<file path="src/rtl/trap_pkg.sv">
// Shared constants for the machine-mode trap sequencer.
package trap_pkg;

    localparam int unsigned CODE_W = 4;

    // Synchronous exception cause codes
    localparam logic [CODE_W-1:0] CAUSE_FETCH_MISALIGN = 4'd0;
    localparam logic [CODE_W-1:0] CAUSE_ILLEGAL        = 4'd2;
    localparam logic [CODE_W-1:0] CAUSE_BREAKPOINT     = 4'd3;
    localparam logic [CODE_W-1:0] CAUSE_LOAD_MISALIGN  = 4'd4;
    localparam logic [CODE_W-1:0] CAUSE_STORE_MISALIGN = 4'd6;
    localparam logic [CODE_W-1:0] CAUSE_ECALL_U        = 4'd8;

    // Machine interrupt codes, also their bit positions in mip/mie
    localparam logic [CODE_W-1:0] IRQ_MSI = 4'd3;
    localparam logic [CODE_W-1:0] IRQ_MTI = 4'd7;
    localparam logic [CODE_W-1:0] IRQ_MEI = 4'd11;

    // mstatus fields
    localparam int unsigned MSTATUS_MIE    = 3;
    localparam int unsigned MSTATUS_MPIE   = 7;
    localparam int unsigned MSTATUS_MPP_LO = 11;
    localparam int unsigned MSTATUS_MPP_HI = 12;

    // Privilege levels
    localparam logic [1:0] PRIV_U = 2'b00;
    localparam logic [1:0] PRIV_S = 2'b01;
    localparam logic [1:0] PRIV_M = 2'b11;

    // Sequencer states
    localparam logic [1:0] ST_IDLE        = 2'd0;
    localparam logic [1:0] ST_TRAP_COMMIT = 2'd1;
    localparam logic [1:0] ST_RET_COMMIT  = 2'd2;
    localparam logic [1:0] ST_REDIRECT    = 2'd3;

    // ecall cause follows the caller privilege: U 8, S 9, M 11
    function automatic logic [CODE_W-1:0] ecall_cause(input logic [1:0] priv);
        return CAUSE_ECALL_U + CODE_W'(priv);
    endfunction

endpackage

</file>
<file path="src/rtl/trap_cause_prio.sv">
// Priority encoder: exception/interrupt flags -> cause code, mtval, interrupt flag.
module trap_cause_prio
    import trap_pkg::*;
#(
    parameter int unsigned XLEN = 64
) (
    input  logic              fetch_misalign,
    input  logic              illegal_instr,
    input  logic              csr_exc_en,
    input  logic [CODE_W-1:0] csr_exc_code,
    input  logic [XLEN-1:0]   csr_exc_val,
    input  logic              ebreak,
    input  logic              ecall,
    input  logic [1:0]        priv_lvl,
    input  logic              ls_misalign,
    input  logic              ls_is_store,
    input  logic [XLEN-1:0]   ls_addr,
    input  logic [XLEN-1:0]   pc_addr,
    input  logic [2:0]        irq_pend,   // {MEI, MSI, MTI}, already globally gated
    output logic              exc_c,
    output logic              irq_c,
    output logic [CODE_W-1:0] code_c,
    output logic [XLEN-1:0]   tval_c,
    output logic              is_irq_c
);

    // Highest-priority exception first, interrupts only when no exception
    always_comb begin
        exc_c    = fetch_misalign | illegal_instr | csr_exc_en | ebreak | ecall | ls_misalign;
        irq_c    = |irq_pend;
        code_c   = '0;
        tval_c   = '0;
        is_irq_c = 1'b0;
        if (fetch_misalign) begin
            code_c = CAUSE_FETCH_MISALIGN;
            tval_c = pc_addr;
        end else if (illegal_instr) begin
            code_c = CAUSE_ILLEGAL;
        end else if (csr_exc_en) begin
            code_c = csr_exc_code;
            tval_c = csr_exc_val;
        end else if (ebreak) begin
            code_c = CAUSE_BREAKPOINT;
            tval_c = pc_addr;
        end else if (ecall) begin
            code_c = ecall_cause(priv_lvl);
        end else if (ls_misalign) begin
            code_c = ls_is_store ? CAUSE_STORE_MISALIGN : CAUSE_LOAD_MISALIGN;
            tval_c = ls_addr;
        end else if (irq_pend[2]) begin
            code_c   = IRQ_MEI;
            is_irq_c = 1'b1;
        end else if (irq_pend[1]) begin
            code_c   = IRQ_MSI;
            is_irq_c = 1'b1;
        end else if (irq_pend[0]) begin
            code_c   = IRQ_MTI;
            is_irq_c = 1'b1;
        end
    end

endmodule

</file>
<file path="src/rtl/trap_ctrl.sv">
// Trap sequencer: exception/interrupt entry and MRET return for the machine CSR file.
module trap_ctrl
    import trap_pkg::*;
#(
    parameter int unsigned XLEN       = 64,
    parameter logic [1:0]  RESET_PRIV = 2'b11,
    parameter bit          VEC_EN     = 1'b1
) (
    input  logic            clk,
    input  logic            rst,
    input  logic            instr_valid,
    input  logic [XLEN-1:0] pc_addr,
    input  logic            fetch_misalign,
    input  logic            csr_exc_en,
    input  logic [3:0]      csr_exc_code,
    input  logic [XLEN-1:0] csr_exc_val,
    input  logic            illegal_instr,
    input  logic            ebreak,
    input  logic            ecall,
    input  logic            ls_misalign,
    input  logic            ls_is_store,
    input  logic [XLEN-1:0] ls_addr,
    input  logic            mret,
    input  logic [XLEN-1:0] mstatus_current,
    input  logic [XLEN-1:0] mtvec,
    input  logic [XLEN-1:0] mepc,
    input  logic [XLEN-1:0] mcause_cur,
    input  logic [XLEN-1:0] mtval_cur,
    input  logic [XLEN-1:0] mie,
    input  logic [XLEN-1:0] mip,
    output logic            trap_taken,
    output logic            trap_done,
    output logic [XLEN-1:0] mepc_next,
    output logic [XLEN-1:0] mcause_next,
    output logic [XLEN-1:0] mtval_next,
    output logic [XLEN-1:0] mstatus_next,
    output logic            redirect_valid,
    output logic [XLEN-1:0] redirect_pc,
    output logic            stall,
    output logic [1:0]      priv_lvl
);

    logic [1:0]        state_q, state_d;
    logic [XLEN-1:0]   pend;
    logic              irq_glob_en;
    logic [2:0]        irq_vec;
    logic              illegal_any;
    logic              exc_c, irq_c, is_irq_c, event_c;
    logic [CODE_W-1:0] code_c;
    logic [XLEN-1:0]   tval_c;
    logic [XLEN-1:0]   mepc_d, mcause_d, mtval_d, mstatus_d, target_d;
    logic [1:0]        priv_d, new_priv_q, mpp;
    logic              unused_bits;

    assign pend        = mip & mie;
    assign irq_glob_en = (priv_lvl != PRIV_M) || mstatus_current[MSTATUS_MIE];
    assign irq_vec     = irq_glob_en ? {pend[IRQ_MEI], pend[IRQ_MSI], pend[IRQ_MTI]} : 3'b000;
    // MRET below M-mode is reported as an illegal instruction
    assign illegal_any = illegal_instr | (mret & (priv_lvl != PRIV_M));
    assign mpp         = mstatus_current[MSTATUS_MPP_HI:MSTATUS_MPP_LO];
    assign event_c     = instr_valid & (exc_c | irq_c | mret);
    assign unused_bits = ^{mepc[1:0], pend};

    trap_cause_prio #(.XLEN(XLEN)) u_prio (
        .fetch_misalign (fetch_misalign),
        .illegal_instr  (illegal_any),
        .csr_exc_en     (csr_exc_en),
        .csr_exc_code   (csr_exc_code),
        .csr_exc_val    (csr_exc_val),
        .ebreak         (ebreak),
        .ecall          (ecall),
        .priv_lvl       (priv_lvl),
        .ls_misalign    (ls_misalign),
        .ls_is_store    (ls_is_store),
        .ls_addr        (ls_addr),
        .pc_addr        (pc_addr),
        .irq_pend       (irq_vec),
        .exc_c          (exc_c),
        .irq_c          (irq_c),
        .code_c         (code_c),
        .tval_c         (tval_c),
        .is_irq_c       (is_irq_c)
    );

    // CSR update values and fetch target for trap entry or MRET
    always_comb begin
        mepc_d    = mepc;
        mcause_d  = mcause_cur;
        mtval_d   = mtval_cur;
        mstatus_d = mstatus_current;
        target_d  = {mepc[XLEN-1:2], 2'b00};
        priv_d    = (mpp == 2'b10) ? PRIV_U : mpp;
        if (exc_c | irq_c) begin
            mepc_d                                   = {pc_addr[XLEN-1:1], 1'b0};
            mcause_d                                 = XLEN'(code_c);
            mcause_d[XLEN-1]                         = is_irq_c;
            mtval_d                                  = tval_c;
            mstatus_d[MSTATUS_MPIE]                  = mstatus_current[MSTATUS_MIE];
            mstatus_d[MSTATUS_MIE]                   = 1'b0;
            mstatus_d[MSTATUS_MPP_HI:MSTATUS_MPP_LO] = priv_lvl;
            target_d                                 = {mtvec[XLEN-1:2], 2'b00};
            // MODE 2/3 falls through to direct
            if (VEC_EN && is_irq_c && (mtvec[1:0] == 2'b01))
                target_d = target_d + XLEN'({code_c, 2'b00});
            priv_d = PRIV_M;
        end else begin
            mstatus_d[MSTATUS_MIE]                   = mstatus_current[MSTATUS_MPIE];
            mstatus_d[MSTATUS_MPIE]                  = 1'b1;
            mstatus_d[MSTATUS_MPP_HI:MSTATUS_MPP_LO] = PRIV_U;
        end
    end

    // Next-state and stall; inputs only matter in IDLE
    always_comb begin
        state_d = state_q;
        stall   = 1'b1;
        case (state_q)
            ST_IDLE: begin
                stall = event_c;
                if (event_c)
                    state_d = (exc_c | irq_c) ? ST_TRAP_COMMIT : ST_RET_COMMIT;
            end
            ST_TRAP_COMMIT, ST_RET_COMMIT: state_d = ST_REDIRECT;
            ST_REDIRECT:                   state_d = ST_IDLE;
            default:                       state_d = ST_IDLE;
        endcase
    end

    // State register
    always_ff @(posedge clk or posedge rst) begin
        if (rst) state_q <= ST_IDLE;
        else     state_q <= state_d;
    end

    // Registered pulses, latched CSR values, redirect target and privilege
    always_ff @(posedge clk or posedge rst) begin
        if (rst) begin
            trap_taken     <= 1'b0;
            trap_done      <= 1'b0;
            redirect_valid <= 1'b0;
            mepc_next      <= '0;
            mcause_next    <= '0;
            mtval_next     <= '0;
            mstatus_next   <= '0;
            redirect_pc    <= '0;
            new_priv_q     <= RESET_PRIV;
            priv_lvl       <= RESET_PRIV;
        end else begin
            trap_taken     <= (state_d == ST_TRAP_COMMIT);
            trap_done      <= (state_d == ST_RET_COMMIT);
            redirect_valid <= (state_d == ST_REDIRECT);
            if ((state_q == ST_IDLE) && event_c) begin
                mepc_next    <= mepc_d;
                mcause_next  <= mcause_d;
                mtval_next   <= mtval_d;
                mstatus_next <= mstatus_d;
                redirect_pc  <= target_d;
                new_priv_q   <= priv_d;
            end
            if ((state_q == ST_TRAP_COMMIT) || (state_q == ST_RET_COMMIT))
                priv_lvl <= new_priv_q;
        end
    end

endmodule

</file>
<file path="config.mk">
export PLATFORM = sky130hd
export DESIGN_NAME = trap_ctrl
export DESIGN_NICKNAME = d
export VERILOG_FILES = /design/src/rtl/trap_pkg.sv /design/src/rtl/trap_cause_prio.sv /design/src/rtl/trap_ctrl.sv
export SDC_FILE = /design/constraint.sdc
export NUM_CORES = 1
export LEC_CHECK = 0
export ABC_AREA = 1
export CAP_MARGIN = 30
export CORE_AREA = 2 2 386 388
export CTS_BUF_LIST = sky130_fd_sc_hd__clkbuf_4
export CTS_CLUSTER_SIZE = 12
export DETAILED_ROUTE_END_ITERATION = 7
export DIE_AREA = 0 0 388 390
export GPL_ROUTABILITY_DRIVEN = 0
export GPL_TIMING_DRIVEN = 0
export PLACE_DENSITY_LB_ADDON = 0.15
export SLEW_MARGIN = 20
export SYNTH_ARGS = -nofsm -noshare
export SYNTH_HDL_FRONTEND = slang
export SYNTH_SLANG_ARGS = --single-unit
</file>
<file path="constraint.sdc">
create_clock -name clk -period 12.8 [get_ports clk]
set_input_delay 2.56 -clock clk [delete_from_list [all_inputs] [get_ports clk]]
set_output_delay 2.56 -clock clk [all_outputs]
set_load 0.02 [all_outputs]
</file>
---- Word level (Yosys, flattened, before mapping) ----
Cells that the tools add are included.
storage, ports and cells
  register bits after elaboration ......... 329
  input bits .............................. 655
  output and inout bits ................... 326
  logic and storage cells ................. 80
cells by class
  $add $sub $neg .......................... 2
  equality and inequality tests ........... 9
  muxes and demuxes ....................... 40
  bitwise operators ....................... 11
  reductions and logical operators ........ 7
operators by type and width
  cell                                            count
  two-way mux 64 bit                              11
  adder 64 x 6 -> 64 bit                          1
  two-way mux 4 bit                               8
  AND 12 bit                                      1
  two-way mux 1 bit                               12
  two-way mux 2 bit                               6
  == test 2 bit (second input constant)           5
  bitwise OR 1 bit                                8
  == test 2 x 1 -> 1 bit (second input constant)  3
  two-way mux 3 bit                               2
  case mux 2 bit (3 select lines)                 1
  adder 4 x 2 -> 4 bit (first input constant)     1
  OR reduction 3 bit                              1
  AND 1 bit                                       2
  logical AND 1 bit                               2
  zero test 2 bit                                 1
  logical OR 1 bit                                2
  != test 2 bit (second input constant)           1
  OR reduction 2 bit                              1

---- Depth between registers and ports, before layout ----
Gate-level depths: netlist of the first run.
  depth after elaboration ................. 15
  depth in mapped cells ................... 21
  mapped depth without buffers ............ 21

---- Hierarchy ----
From an unflattened synthesis of the first run, not the netlist that was laid out.
unflattened totals
  cell total of the unflattened synthesis .. 2,125
  area total of the unflattened synthesis .. 17,539.3 µm²
modules (own cells, without submodules)
  module           times used  cells an instance  area each (µm²)  seq. area each (µm²)
  trap_ctrl        1           1,677              15,673.8         8,187.9
  trap_cause_prio  1           448                1,865.5          0.0

---- Worst setup path after synthesis of the first run ----
Ideal clock, no wire load.
  path kind ............................... input port to output port
  from .................................... input port ebreak
  to ...................................... output port stall
  arrival time ............................ 3,403 ps
  data required time ...................... 10,240 ps
  path slack .............................. 6,837 ps
  stages on the path ...................... 7
  path buffers ............................ 1
  cells stage by stage .................... buf_2 > nor2_4 > nand4_4 > nor2_4 > nand2_1 > nand2_2 > nand2_1
on the way
  word-level cells in the longest chain between the ends .. 7
RTL lines
  item                            RTL line               source
  start: declaration              trap_ctrl.sv:18        input logic ebreak,
  bitwise OR 1 bit (3 in series)  trap_cause_prio.sv:29  exc_c = fetch_misalign | illegal_instr | csr_exc_en | ebreak | ecall | ls_misalign;
  bitwise OR 1 bit (2 in series)  trap_ctrl.sv:61        assign event_c = instr_valid & (exc_c | irq_c | mret);
  AND 1 bit                       trap_ctrl.sv:61
  two-way mux 1 bit               trap_ctrl.sv:117       case (state_q)
  end: declaration                trap_ctrl.sv:39        output logic stall,
No other way between the ends.

---- Worst setup path after layout of the first run ----
  from .................................... input port mstatus_current[3]
  to ...................................... output port stall
on the way
  word-level cells in the longest chain between the ends .. 7
RTL lines
  item                            RTL line               source
  start: declaration              trap_ctrl.sv:24        input logic [XLEN-1:0] mstatus_current,
  logical OR 1 bit                trap_ctrl.sv:56        assign irq_glob_en = (priv_lvl != PRIV_M) || mstatus_current[MSTATUS_MIE];
  two-way mux 3 bit               trap_ctrl.sv:57        assign irq_vec = irq_glob_en ? {pend[IRQ_MEI], pend[IRQ_MSI], pend[IRQ_MTI]} : 3'b000;
  OR reduction 3 bit              trap_cause_prio.sv:30  irq_c = |irq_pend;
  bitwise OR 1 bit (2 in series)  trap_ctrl.sv:61
  AND 1 bit                       trap_ctrl.sv:61
  two-way mux 1 bit               trap_ctrl.sv:117
No other way between the ends.

==> impl_metrics.json, run 1 <==
{
  "seq_area_frac_synth": 0.4529,
  "r2r_start": "priv_lvl[1]",
  "max_freq_ghz": 0.1400,
  "antenna_found_initial": 31,
  "fin_skew_ps": 49.93,
  "cp-startpoint": "mstatus_current[3]",
  "min_period_ps": 7140,
  "cts_tree": "yes",
  "ant_nets": 0,
  "worst_pin_slew_ps": 899.4,
  "grt_max_degree": 83,
  "relSlewSlack": 0.4004,
  "end_kind": "output port",
  "postCtsSetupBuffers": 0,
  "r2r_setup_slack_ps": 8090,
  "cts.repair.resized": 0,
  "outcome": "finished clean",
  "preCtsSetupSlack_ps": 5038,
  "hpwlAfterDp_um": 127400,
  "clk_pin_slew_worst_paths_ps": 50,
  "detail_route.wl_per_cell_um": 28.72,
  "fin_nets": 3952,
  "drv_slew": 0,
  "portBuffers": 853,
  "fin_crit_sh": 0.5578,
  "ys_types": 51,
  "route.detailed.drc": 0,
  "syn_area_um2": 18080,
  "crit_fanout": 4,
  "die_area_um2": 151300,
  "clock_tree.root_cell": "clkbuf_4",
  "synthFlopType": "dfrtp_1",
  "ys_ff_latch": 327,
  "die_w_um": 388,
  "setup_violations": 0,
  "async_flop_share": 1.000,
  "hold_buffers": 0,
  "cts_buffers": 115,
  "cp.required_ps": 10240,
  "rsz0062_at_grt": "no",
  "critPathCapture": "stall",
  "clk-insertion-delay-late_ps": 1020,
  "final_common_cell": "clkdlybuf4s50_1",
  "synth_area_leaders": "dfrtp_1 45%, nand2_1 15%, o21ai_0 5.1%",
  "h-tree-depth": 3,
  "r2r_end": "redirect_pc[38]",
  "synth_cells": 2310,
  "start_util": 0.1229,
  "gr-usage-all-layers": 0.1967,
  "timing.max_cap.violations": 0,
  "place_area_um2": 29220,
  "synth_edf_count": 0,
  "viasPerCell": 3.998,
  "path_class": "in -> out",
  "timing.final.ws_setup_ps": 5660,
  "multiInputGateArea_um2": 8707,
  "final_util": 0.2087,
  "finalWirelength_um": 152900,
  "layout_common_cells": "853 x clkdlybuf4s50_1, 708 x nand2_1, 323 x dfrtp_1",
  "stdcell_area_um2": 30710,
  "register_area_um2": 8188,
  "fillers": 16670,
  "clk_path_buf_depth": 3,
  "ys_warn_count": 0,
  "ir_worst_vdd_mv": 0.07404,
  "hold_class": "reg -> reg",
  "netlist.top_cell.by_area": "dfrtp_1",
  "r2r_cells": 18,
  "yosysTopAreaCellShare": 0.4471,
  "grt_pass1_vias": 21860,
  "hold_slack_ps": 469.7,
  "drt_iter0_drc": 1258,
  "clock-sinks": 327,
  "dr.pass1.iters": 5,
  "vias": 21290,
  "core_um2": 147100,
  "syn_avg_cell_area_um2": 7.826,
  "p_per_area_nw_per_um2": 188.4,
  "totalPowerFinal_mw": 5.785,
  "rows": 141,
  "die_h_um": 390,
  "cp-start-kind": "primary input",
  "hold_viol": 0,
  "drive_above_1_share": 0.1075,
  "syn_to_final_growth_pct": 69.86,
  "cp.arrival_ps": 4580,
  "p_leak_nw": 12.79,
  "overflow": 0,
  "grt_pass1_wl_um": 201000,
  "io-pin-count": 981
}
[Yosys cell counts (22+ instances only)]
cell / instances
nand2_1: 708
dfrtp_1: 323
o21ai_0: 186
nand3_1: 175
a21oi_1: 174
nor2_1: 120
inv_1: 105
a2bb2oi_1: 74
buf_2: 65
a22o_1: 61
clkbuf_1: 52
or2_2: 34
o21ai_1: 26
nand4_1: 23
a21boi_1: 22
[kinds of logic (layout without fill, tap and decap cells)]
group / Yosys count / count (layout) / share of synthesized area
other cells: 1 / 21 / 0.0002074
xor+xnor: 9 / 9 / 0.004360
buf+inv: 257 / 1322 / 0.06589
compound gates: 620 / 620 / 0.2188
simple gates: 1090 / 1090 / 0.2532
fa+ha+maj: 6 / 6 / 0.004568
flops: 327 / 327 / 0.4529
[worst min-delay path by stage]
stage	to	cells after the start	start	slack [ps]
2_1_floorplan	priv_lvl[0]	2	new_priv_q[0]	470
3_3_place_gp	mstatus_next[55]	2	mstatus_next[55]	450
3_5_place_dp	mstatus_next[62]	2	mstatus_next[62]	460
4_1_cts	mstatus_next[52]	2	mstatus_next[52]	470
5_1_grt	priv_lvl[0]	2	new_priv_q[0]	480
6_report	mstatus_next[0]	2	mstatus_next[0]	470
[registers in the layout, summed over array words and instances, names as in the netlist]
name / cells
mcause_next: 64
redirect_pc: 62
trap_taken: 1
redirect_valid: 1
mstatus_next: 64
priv_lvl: 2
trap_done: 1
mepc_next: 64
new_priv_q: 2
mtval_next: 64
state_q: 2
[stage by stage]
step	TNS, ps	cells
global placement	-1905320	5094
CTS	0	5305
finish	0	5325
detailed placement	0	5103
floorplan	0	2311
global route	0	5312
[layout make-up]
cell class	count	share of cell area
sequential	327	0.2666
antenna	19	0.001548
multi-input combinational	1727	0.2835
clock inverter	32	0.005093
clock buffer	170	0.04156
buffer	149	0.02551
inverter	108	0.01353
timing repair buffer	863	0.2840
tap	1930	0.07864
[where the power goes]
group          switching, mW  internal [mW]  total [mW]
registers              0.267           1.44        1.71
clock network          0.579          0.618        1.20
logic                   1.65           1.22        2.88
[metal layers]
| metal | vias to the layer above | GRT usage | share of wire |
|---|---|---|---|
| met5 | - | 0 | 0.0012 |
| met4 | 26 | 0.04556 | 0.021 |
| met3 | 200 | 0.06434 | 0.079 |
| met2 | 909 | 0.3406 | 0.49 |
| met1 | 10280 | 0.2344 | 0.41 |
| li1 | 9878 | - | - |
[critical path, cell delays in order]
cell,delay [ps]
clkdlybuf4s50_1,410
inv_1,160
nand3_1,220
nand2_1,130
nand2_1,90
nor2_4,150
nand2_1,80
nand2_2,90
nand2_1,90
clkdlybuf4s50_1,590
No activity file was read; power rests on OpenSTA's default activity.
==> inputs of run 2 (changes only) <==
==> constraint.sdc (replaced) <==
create_clock -name clk -period 6.85 [get_ports clk]
set_input_delay 1.37 -clock clk [delete_from_list [all_inputs] [get_ports clk]]
set_output_delay 1.37 -clock clk [all_outputs]
set_load 0.02 [all_outputs]
==> impl_metrics.json, run 2 (synthesis results as in run 1) <==
{
  "cts_buffers": 111,
  "hold_viol": 0,
  "rsz0062_at_grt": "no",
  "fin_nets": 3953,
  "p_per_area_nw_per_um2": 350.9,
  "timing.final.ws_setup_ps": 1672,
  "grt_pass1_vias": 22090,
  "end_kind": "flip-flop",
  "final_common_cell": "clkdlybuf4s50_1",
  "core_um2": 147100,
  "gr-usage-all-layers": 0.1948,
  "cts.repair.resized": 0,
  "tns_ps": 0,
  "dr.pass1.iters": 5,
  "max_freq_ghz": 0.1931,
  "start_util": 0.1229,
  "postCtsSetupBuffers": 0,
  "cts_tree": "yes",
  "io-pin-count": 981,
  "relSlewSlack": 0.3038,
  "drt_iter0_drc": 1243,
  "syn_to_final_growth_pct": 70.71,
  "viasPerCell": 4.009,
  "fillers": 16680,
  "preCtsSetupSlack_ps": 451.9,
  "cp-start-kind": "primary input",
  "h-tree-depth": 3,
  "grt_pass1_wl_um": 199200,
  "grt_max_degree": 30,
  "outcome": "finished clean",
  "p_leak_nw": 12.87,
  "clk_pin_slew_worst_paths_ps": 60,
  "crit_fanout": 10,
  "overflow": 0,
  "clk_path_buf_depth": 3,
  "route.detailed.drc": 0,
  "clock-sinks": 327,
  "hold_buffers": 0,
  "setup_violations": 0,
  "ir_worst_vdd_mv": 0.1366,
  "die_w_um": 388,
  "hold_class": "reg -> reg",
  "fin_skew_ps": 63.84,
  "rows": 141,
  "timing.max_cap.violations": 0,
  "vias": 21360,
  "clk-insertion-delay-late_ps": 1050,
  "hpwlAfterDp_um": 127400,
  "hold_slack_ps": 471.1,
  "cp.required_ps": 7790,
  "min_period_ps": 5178,
  "portBuffers": 853,
  "die_area_um2": 151300,
  "cp.arrival_ps": 6120,
  "dpl.cell_count": 5108,
  "layout_common_cells": "853 x clkdlybuf4s50_1, 708 x nand2_1, 323 x dfrtp_1",
  "final_cell_count_no_fill": 5328,
  "detail_route.wl_per_cell_um": 28.43,
  "clock_tree.root_cell": "clkbuf_4",
  "path_class": "in -> reg",
  "drive_above_1_share": 0.1109,
  "drv_slew": 0,
  "die_h_um": 390,
  "antenna_found_initial": 51,
  "ant_nets": 0,
  "finalWirelength_um": 151500,
  "worst_pin_slew_ps": 1044,
  "fin_crit_sh": 0.7559
}
==> run 2: critical path: stages <==
cell and delay, ps:
clkbuf_1 600, buf_2 660, buf_1 430, o21ai_0 170, a32oi_1 360, inv_1 230
ha_1 430, nand2_1 120, nor2_1 110, nand2_1 60, nand2_1 230, nand2_1 170
nor2_1 300, buf_2 330, nand3_1 100, nand2_1 70, nand3_1 140, a2bb2oi_1 200
==> run 2: path summary, 6_finish.rpt <==
kind	startpoint	endpoint	slack, ps	cells after the start
min in group asynchronous	rst	mcause_next[40]	570	2
worst min-delay path	mstatus_next[46]	mstatus_next[46]	470	2
worst max-delay path	ls_misalign	redirect_pc[53]	1670	18
max in group asynchronous	rst	new_priv_q[1]	5060	6
worst min register to register	mstatus_next[46]	mstatus_next[46]	470	2
worst max register to register	priv_lvl[0]	redirect_pc[38]	2380	18
==> run 2: power breakdown <==
group / leakage, nW / internal [mW] / total [mW] / switching, mW
combinational: 7.99 / 2.29 / 5.35 / 3.05
clock: 0.882 / 1.21 / 2.31 / 1.10
sequential: 4.00 / 2.69 / 3.18 / 0.484
==> run 2: metrics by stage <==
stage                     instance area (µm²)  power, mW  utilization
final                                   30860      10.83       0.2098
after global routing                    30840      11.53       0.2096
after CTS                               30810      11.13       0.2094
after detailed placement                29320      8.679       0.1993
after global placement                  29040      8.674       0.1974
after floorplan                         18090      5.447            -
==> run 2: cell type report <==
type / count / area (µm²) / share of cell area
multi-input cells: 1727 / 8703 / 0.2820
plain buffers: 149 / 788.3 / 0.02554
flip-flops and latches: 327 / 8188 / 0.2653
diodes: 16 / 40.04 / 0.001297
repair buffers: 868 / 8828 / 0.2861
clock buffers: 164 / 1231 / 0.03989
clock inverters: 39 / 256.5 / 0.008311
inverters: 108 / 411.6 / 0.01334
well taps: 1930 / 2415 / 0.07825
==> run 2: metal layers <==
metal  global-route usage  wire, µm
met1               0.2235     59820
met2               0.3319     73070
met3              0.07482     13520
met4              0.06233      4839
met5                    0       242
